==> config.mk <==
export PLATFORM = sky130hd
export DESIGN_NAME = mmio_uart_tx
export DESIGN_NICKNAME = d
export VERILOG_FILES = /design/src/rtl/uart_pkg.sv /design/src/rtl/sync_fifo.sv /design/src/rtl/mmio_uart_tx.sv
export SDC_FILE = /design/constraint.sdc
export NUM_CORES = 1
export LEC_CHECK = 0
export ABC_CLOCK_PERIOD_IN_PS = 3360
export CAP_MARGIN = 20
export CORE_ASPECT_RATIO = 1.4
export CORE_MARGIN = 1.5
export CORE_UTILIZATION = 35
export DETAILED_ROUTE_END_ITERATION = 16
export PLACE_DENSITY = 0.69
export SYNTH_ARGS = -nofsm -noshare
export SYNTH_HDL_FRONTEND = slang
export SYNTH_SLANG_ARGS = --single-unit
export TNS_END_PERCENT = 10
==> constraint.sdc <==
create_clock -name clk -period 3.36 [get_ports clk]
set_input_delay 1.008 -clock clk [delete_from_list [all_inputs] [get_ports clk]]
set_output_delay 1.008 -clock clk [all_outputs]
set_load 0.005 [all_outputs]
==> src/rtl/uart_pkg.sv <==
// Shared types and default addresses for the memory-mapped UART transmitter.
package uart_pkg;

  typedef enum logic [1:0] {
    IDLE,
    START,
    DATA,
    STOP
  } uart_state_t;

  localparam logic [31:0] UART_TX_ADDR  = 32'h0000_00F0;
  localparam logic [31:0] UART_CLR_ADDR = UART_TX_ADDR + 32'd4;

endpackage

==> src/rtl/sync_fifo.sv <==
// Single-clock FIFO with a head-of-queue read port and an occupancy count.
module sync_fifo #(
  parameter int unsigned WIDTH = 8,
  parameter int unsigned DEPTH = 4
) (
  input  logic                     clk,
  input  logic                     reset,
  input  logic                     push,
  input  logic                     pop,
  input  logic [WIDTH-1:0]         din,
  output logic [WIDTH-1:0]         dout,
  output logic [$clog2(DEPTH):0]   count,
  output logic                     full,
  output logic                     empty
);

  localparam int unsigned AW = $clog2(DEPTH);
  localparam int unsigned CW = AW + 1;

  logic [WIDTH-1:0] mem [DEPTH];
  logic [AW-1:0]    wr_ptr;
  logic [AW-1:0]    rd_ptr;
  logic             push_ok;
  logic             pop_ok;

  // Fullness and emptiness come from the registered count, so a same-edge
  // pop never makes room for a push into a full queue.
  assign full    = (count == CW'(DEPTH));
  assign empty   = (count == '0);
  assign push_ok = push && !full;
  assign pop_ok  = pop && !empty;
  assign dout    = mem[rd_ptr];

  always_ff @(posedge clk) begin
    if (push_ok) begin
      mem[wr_ptr] <= din;
    end
  end

  always_ff @(posedge clk) begin
    if (!reset) begin
      wr_ptr <= '0;
      rd_ptr <= '0;
      count  <= '0;
    end else begin
      if (push_ok) wr_ptr <= wr_ptr + AW'(1);
      if (pop_ok)  rd_ptr <= rd_ptr + AW'(1);
      case ({push_ok, pop_ok})
        2'b10:   count <= count + CW'(1);
        2'b01:   count <= count - CW'(1);
        default: count <= count;
      endcase
    end
  end

endmodule

==> src/rtl/mmio_uart_tx.sv <==
// Store-snooping UART transmitter: queues byte stores to TX_ADDR and sends
// them as 8N1 frames on tx; stores to TX_ADDR+4 clear the overflow flag.
module mmio_uart_tx
  import uart_pkg::*;
#(
  parameter logic [31:0] TX_ADDR      = UART_TX_ADDR,
  parameter int unsigned CLKS_PER_BIT = 4,
  parameter int unsigned FIFO_DEPTH   = 4
) (
  input  logic                          clk,
  input  logic                          reset,
  input  logic                          MemWrite,
  input  logic [31:0]                   DataAdr,
  input  logic [31:0]                   WriteData,
  output logic                          tx,
  output logic                          tx_busy,
  output logic [$clog2(FIFO_DEPTH):0]   fifo_count,
  output logic                          overflow
);

  localparam int unsigned    CNT_W    = (CLKS_PER_BIT > 1) ? $clog2(CLKS_PER_BIT) : 1;
  localparam logic [CNT_W-1:0] CNT_LAST = CNT_W'(CLKS_PER_BIT - 1);
  localparam logic [31:0]    CLR_ADDR = TX_ADDR + 32'd4;

  uart_state_t      state, state_d;
  logic [CNT_W-1:0] cnt, cnt_d;
  logic [2:0]       bit_idx, bit_d;
  logic [7:0]       shift, shift_d;
  logic             tx_d, busy_d, overflow_d;

  logic             tx_hit, clr_hit;
  logic             fifo_pop, fifo_full, fifo_empty;
  logic [7:0]       fifo_dout;
  logic             unused_data;

  assign tx_hit      = MemWrite && (DataAdr == TX_ADDR);
  assign clr_hit     = MemWrite && (DataAdr == CLR_ADDR);
  assign unused_data = ^WriteData[31:8];

  sync_fifo #(
    .WIDTH (8),
    .DEPTH (FIFO_DEPTH)
  ) u_fifo (
    .clk   (clk),
    .reset (reset),
    .push  (tx_hit),
    .pop   (fifo_pop),
    .din   (WriteData[7:0]),
    .dout  (fifo_dout),
    .count (fifo_count),
    .full  (fifo_full),
    .empty (fifo_empty)
  );

  // Next-state logic; tx/tx_busy are derived from the next state so the
  // registered line reflects the state being entered on this edge.
  always_comb begin
    state_d    = state;
    cnt_d      = cnt;
    bit_d      = bit_idx;
    shift_d    = shift;
    fifo_pop   = 1'b0;
    overflow_d = overflow;

    if (tx_hit && fifo_full) overflow_d = 1'b1;
    else if (clr_hit)        overflow_d = 1'b0;

    case (state)
      IDLE: begin
        if (!fifo_empty) begin
          fifo_pop = 1'b1;
          shift_d  = fifo_dout;
          cnt_d    = '0;
          state_d  = START;
        end
      end
      START: begin
        if (cnt == CNT_LAST) begin
          cnt_d   = '0;
          bit_d   = '0;
          state_d = DATA;
        end else begin
          cnt_d = cnt + CNT_W'(1);
        end
      end
      DATA: begin
        if (cnt == CNT_LAST) begin
          cnt_d   = '0;
          shift_d = {1'b0, shift[7:1]};
          if (bit_idx == 3'd7) state_d = STOP;
          else                 bit_d   = bit_idx + 3'd1;
        end else begin
          cnt_d = cnt + CNT_W'(1);
        end
      end
      STOP: begin
        if (cnt == CNT_LAST) begin
          cnt_d = '0;
          if (!fifo_empty) begin
            fifo_pop = 1'b1;
            shift_d  = fifo_dout;
            state_d  = START;
          end else begin
            state_d = IDLE;
          end
        end else begin
          cnt_d = cnt + CNT_W'(1);
        end
      end
      default: state_d = IDLE;
    endcase

    case (state_d)
      START:   tx_d = 1'b0;
      DATA:    tx_d = shift_d[0];
      default: tx_d = 1'b1;
    endcase
    busy_d = (state_d != IDLE);
  end

  always_ff @(posedge clk) begin
    if (!reset) begin
      state    <= IDLE;
      cnt      <= '0;
      bit_idx  <= '0;
      shift    <= '0;
      tx       <= 1'b1;
      tx_busy  <= 1'b0;
      overflow <= 1'b0;
    end else begin
      state    <= state_d;
      cnt      <= cnt_d;
      bit_idx  <= bit_d;
      shift    <= shift_d;
      tx       <= tx_d;
      tx_busy  <= busy_d;
      overflow <= overflow_d;
    end
  end

endmodule

After elaboration in Yosys (flattened, before gate mapping). Memory sizes are Yosys's and may differ from the RTL's. A register that Yosys moved wholly into a read port is not among the register bits. Index checks and enable logic that the tools add are counted. W data, S select, Z words.

Multiplexer cells: 29. Reductions and logical operators: 17. $add $sub $neg: 6. Eq/ne operators: 17.

Operators with widths (count): $eq A32 B8 Y1 const B (2); $mux W8 (3); $pmux W8 S3 (1); $mux W2 (9); $pmux W3 S2 (2); $eq A2 B2 Y1 const B (5); $ne A2 B2 Y1 const B (5); $mux W3 (3); $pmux W2 S4 (1); $reduce_bool A2 Y1 (4); $mux W1 (7); $add A2 B1 Y2 const B (3); $add A3 B1 Y3 const B (2); $eq A2 B1 Y1 const B (3); $eq A3 B3 Y1 const B (2); $logic_and A1 B1 Y1 (5); $pmux W1 S2 (2); $pmux W2 S2 (1); $reduce_and A4 Y1 (1); $logic_not A3 Y1 (1); $reduce_and A3 Y1 (1); $reduce_bool A3 Y1 (1); $reduce_or A3 Y1 (1); $sub A3 B1 Y3 const B (1); other kinds (2) (3).

Output and inout bits: 6. Memories: 1. Input bits: 67. Word-level logic and storage cells: 81. Bits in writable memories: 32. Register bits: 25.

Memory list: u_fifo.mem (depth 4, bits a word 8, read ports 1, clocked after Yosys merged registers in 1, wr ports 1, RTL line sync_fifo.sv:20) `logic [WIDTH-1:0] mem [DEPTH];`.

Logic depth before layout (Yosys ltp).
Word-level depth: 7. Gate-level depth with buffers: 10. Depth with buffers taken out: 10.

Modules after synthesis. A second synthesis with hierarchy kept.

Cell total of the unflattened synthesis: 231. Area, all modules: 2753.9 um^2.

Modules (own cells, without submodules): sync_fifo (area an instance 1644.1 um^2, cells each 96, times used 1); mmio_uart_tx (area an instance 1109.8 um^2, cells each 135, times used 1).

Least setup slack after synthesis. OpenSTA, ideal clock, no wires.

Path kind: input to register. Start: input port DataAdr[24]. End: register u_fifo.count[2]. Slack: 0.492 ns. Stages on the path: 10. Data arrival time: 2.797 ns. Library setup time: 0.071 ns. Path buffers: 0. Cell sequence: nor4b_1 nand4_1 nor3_2 inv_1 ha_1 inv_1 fa_1 xor2_1 or3_1 a21oi_1.

Cells in the longest elaborated chain, start to end: 5.

RTL lines: start: declaration (RTL line mmio_uart_tx.sv:13) `input logic [31:0] DataAdr,`; $eq A32 B8 Y1 * (RTL line mmio_uart_tx.sv:36) `assign tx_hit = MemWrite && (DataAdr == TX_ADDR);`; $logic_and A1 B1 Y1 * (RTL line mmio_uart_tx.sv:36); $logic_and A1 B1 Y1 * (RTL line sync_fifo.sv:30) `assign push_ok = push && !full;`; $eq A2 B1 Y1 / $eq A2 B2 Y1 (equally long branches) (RTL line sync_fifo.sv:48) `case ({push_ok, pop_ok})`; $pmux W3 S2 / $reduce_bool A2 Y1 (equally long branches); end signal: assignment (RTL line sync_fifo.sv:49) `2'b10: count <= count + CW'(1);`; end signal: assignment (RTL line sync_fifo.sv:50) `2'b01: count <= count - CW'(1);`; end signal: assignment (RTL line sync_fifo.sv:51) `default: count <= count;`; end: declaration (RTL line sync_fifo.sv:12) `output logic [$clog2(DEPTH):0] count,`.

Mark *: on every way between the ends. The rest lies on a longest branch, timed or not. A chain may end at the register's enable or synchronous reset.

Worst setup path after layout. Same ends and word-level chain as after synthesis.

==> results.cfg <==
[pwr]
p_total_w = 0.001469
power.share.sequential = 0.517
clkPwrFrac = 0.442
power.internal_w = 0.001184
p_comb_frac = 0.041
p_sw_frac = 0.1938
p_leak_nw = 1.263
peakVddDrop_mv = 0.3164
p_sw_w = 0.0002847
power_density_mw_per_mm2 = 417.1

[synthesis]
seq_area_frac_synth = 0.5566
syn_area_mm2 = 0.002698
ys_types = 39
syn-num-nets = 299
avgSynthCellArea_um2 = 12.37
ys_ff_latch = 59
ys_dominant_reg_cell = edfxtp_1
synthCells = 218
async_reset_ff_frac = 0
synth_edf_count = 32
ys.warnings.count = 0

[setup_path]
critPathLaunchType = primary input
worstPathCellList = clkdlybuf4s50_1 > nor4b_1 > nand4_1 > nor3_2 > inv_1 > ha_1 > inv_1 > fa_1 > xor2_1 > or3_1 > a21oi_1
reg2reg_depth = 9
worstPathRequired_ps = 3620
cp-startpoint = DataAdr[24]
crit_slowest_cell = clkdlybuf4s50_1
cpPeakStageDelay_ps = 400
cp.arrival_ps = 3260
critPathMaxFanout = 3
r2r-start = state[0]
critPathKind = primary input to flop
critPathCaptureType = flop
crit_top_cell = inv_1

[placed_design]
place_congestion = 0.7900
hpwl_um = 3796
io_buffer_count = 48

[floorplan]
die_h_um = 106.9
start_util = 0.3642
rows = 37
dieArea_mm2 = 0.008250
ios = 73
die_w_um = 77.20
coreArea_mm2 = 0.007407

[sta]
rsz0062_at_grt = no
min_period_ps = 3004
finClkSkew_ps = 7.691
tns_ps = 0
slew_violations = 0
slew_headroom = 0.4765
finalSetupViolCount = 0
max_freq_mhz = 332.9
fin_crit_sh = 0.8940
hold_slack_ps = 457.5
hold_viol = 0
worst_pin_slew_ps = 784.4

[layout]
final_layout_size_suffix_gt1_frac = 0.09220
nNetsFinal = 358
syn_to_final_growth_pct = 30.57
n_antenna_cell = 0

[route]
wl_per_cell_um = 13.74
wirelength_um = 5208
initialDrtViolationCount = 197
postRouteAntennaNets = 0
vias = 1913
vias_per_cell = 5.047
drc = 0
firstDrtPassIters = 6

[min_path]
hold_depth = 2
hold_path_class = flop to flop
hp-start = bit_idx[1]

[run_status]
status = completed

[cts]
cts_buffer_depth = 2
cts-resized-gates = 0
cts-root-buf = clkbuf_8
clk_pin_slew_ps = 60
ctsHoldBuffers = 0
cts_made_buffers = 9
cts_setup_buffers = 0
cts_sinks = 59
cts_tree = done
clock_latency_ps = 340
htree_levels = 3

[grt]
grt_overflow_total = 0
grt_pass1_vias = 1903
grt_max_degree = 25
grt_use_total = 0.1382
grt_pass1_wl_um = 8700
antenna_found_initial = 0

[job]
cap_violations = 0
## metrics by stage
stage | utilization | std cells | setup slack (ps) | instance area, µm²
floorplan | - | 218 | 491.9 | 2698
global placement | 0.4478 | 363 | 54.99 | 3317
detailed placement | 0.4478 | 363 | 17.98 | 3317
CTS | 0.4755 | 379 | 350.6 | 3522
global route | 0.4755 | 379 | 108.4 | 3522
finish | 0.4755 | 379 | 356.3 | 3522
## placed cells by master, fill, tap and decap left out, drive strengths merged, types with 2 or more instances in the layout
cell type,n
dfxtp,27
inv,12
nor2b,2
xor2,3
buf,7
clkinvlp,2
nor4b,2
o21ai,8
nand3b,2
clkdlybuf4s50,48
and2,6
nand2,7
a221o,7
and3,6
a22oi,6
a31oi,2
nor4,7
ha,13
xnor2,2
edfxtp,32
a21oi,8
mux4,8
nor3,8
mux2i,5
nand4,4
nor2,23
or3,2
clkbuf,12
## routing by layer
metal,up-vias,GRT usage,part of all wire
li1,946,-,-
met2,35,0.2450,0.54
met1,917,0.1453,0.40
met4,0,0.07143,0.028
met5,-,0,0
met3,15,0.04340,0.031
## final cells by class
type                       count  area [µm²]
fill                         686        3885
sequential                    59        1501
multi-input combinational    140        1116
timing repair buffer          55       533.0
clock buffer                  12       155.1
tap                           97       121.4
clock inverter                 4       50.05
inverter                      12       45.04
## sequential cells by signal, indices dropped and copies added, names as in the netlist, 2 cells and up, named ones only
name,flops
u_fifo.rd_ptr,2
state,2
cnt,2
u_fifo.count,3
shift,8
bit_idx,3
u_fifo.mem,32
u_fifo.wr_ptr,2
## cell usage after synthesis, drive strengths merged, types with 3 or more instances
cell type  count  share of area
edfxtp        32           0.36
dfxtp         27           0.20
nor2          23          0.032
ha            13          0.060
inv           12          0.017
a21oi          8          0.015
mux4           8          0.077
nor3           8          0.017
o21ai          8          0.015
a221o          7          0.026
nand2          7         0.0097
nor4           7          0.016
a22oi          6          0.017
and2           6          0.014
and3           6          0.014
clkbuf         5         0.0070
mux2i          5          0.019
nand4          4         0.0093
xor2           3         0.0097
## worst max-delay path: cells and delay by family
kind                       cells  cell delay [ps]
xor gates and xnor gates       1               90
and+or+nand+nor                4             1110
adders and majority gates      2              370
buffers and inverters          3              540
AOI/OAI and AO/OA              1              140
## power by group through the flow
| stage | Sequential, W | Combinational, W | Clock [W] |
|---|---|---|---|
| 6_report | 0.000759 | 0.0000603 | 0.000650 |
| 5_1_grt | 0.000758 | 0.0000647 | 0.000701 |
| 4_1_cts | 0.000759 | 0.0000606 | 0.000666 |
| 3_5_place_dp | 0.000775 | 0.0000605 | 0 |
| 3_3_place_gp | 0.000775 | 0.0000589 | 0 |
| 2_1_floorplan | 0.000775 | 0.00000664 | 0 |
## worst paths after layout
kind                            slack (ps)               to
worst max register to register         630  u_fifo.count[2]
worst min register to register         460       bit_idx[1]
worst max-delay path                   360  u_fifo.count[2]
worst min-delay path                   460       bit_idx[1]
## cells by family (layout without fill, tap and decap cells)
group,after synthesis,in the layout,share of synthesized area
XOR/XNOR,5,5,0.01624
buffers and inverters,19,83,0.02968
AO/OA/AOI/OAI,35,35,0.08952
flip-flops,59,59,0.5566
adder cells (fa/ha/maj),14,14,0.06772
AND/OR/NAND/NOR,73,73,0.1452
multiplexers,13,13,0.09508
(Power assumes the default switching activity.)
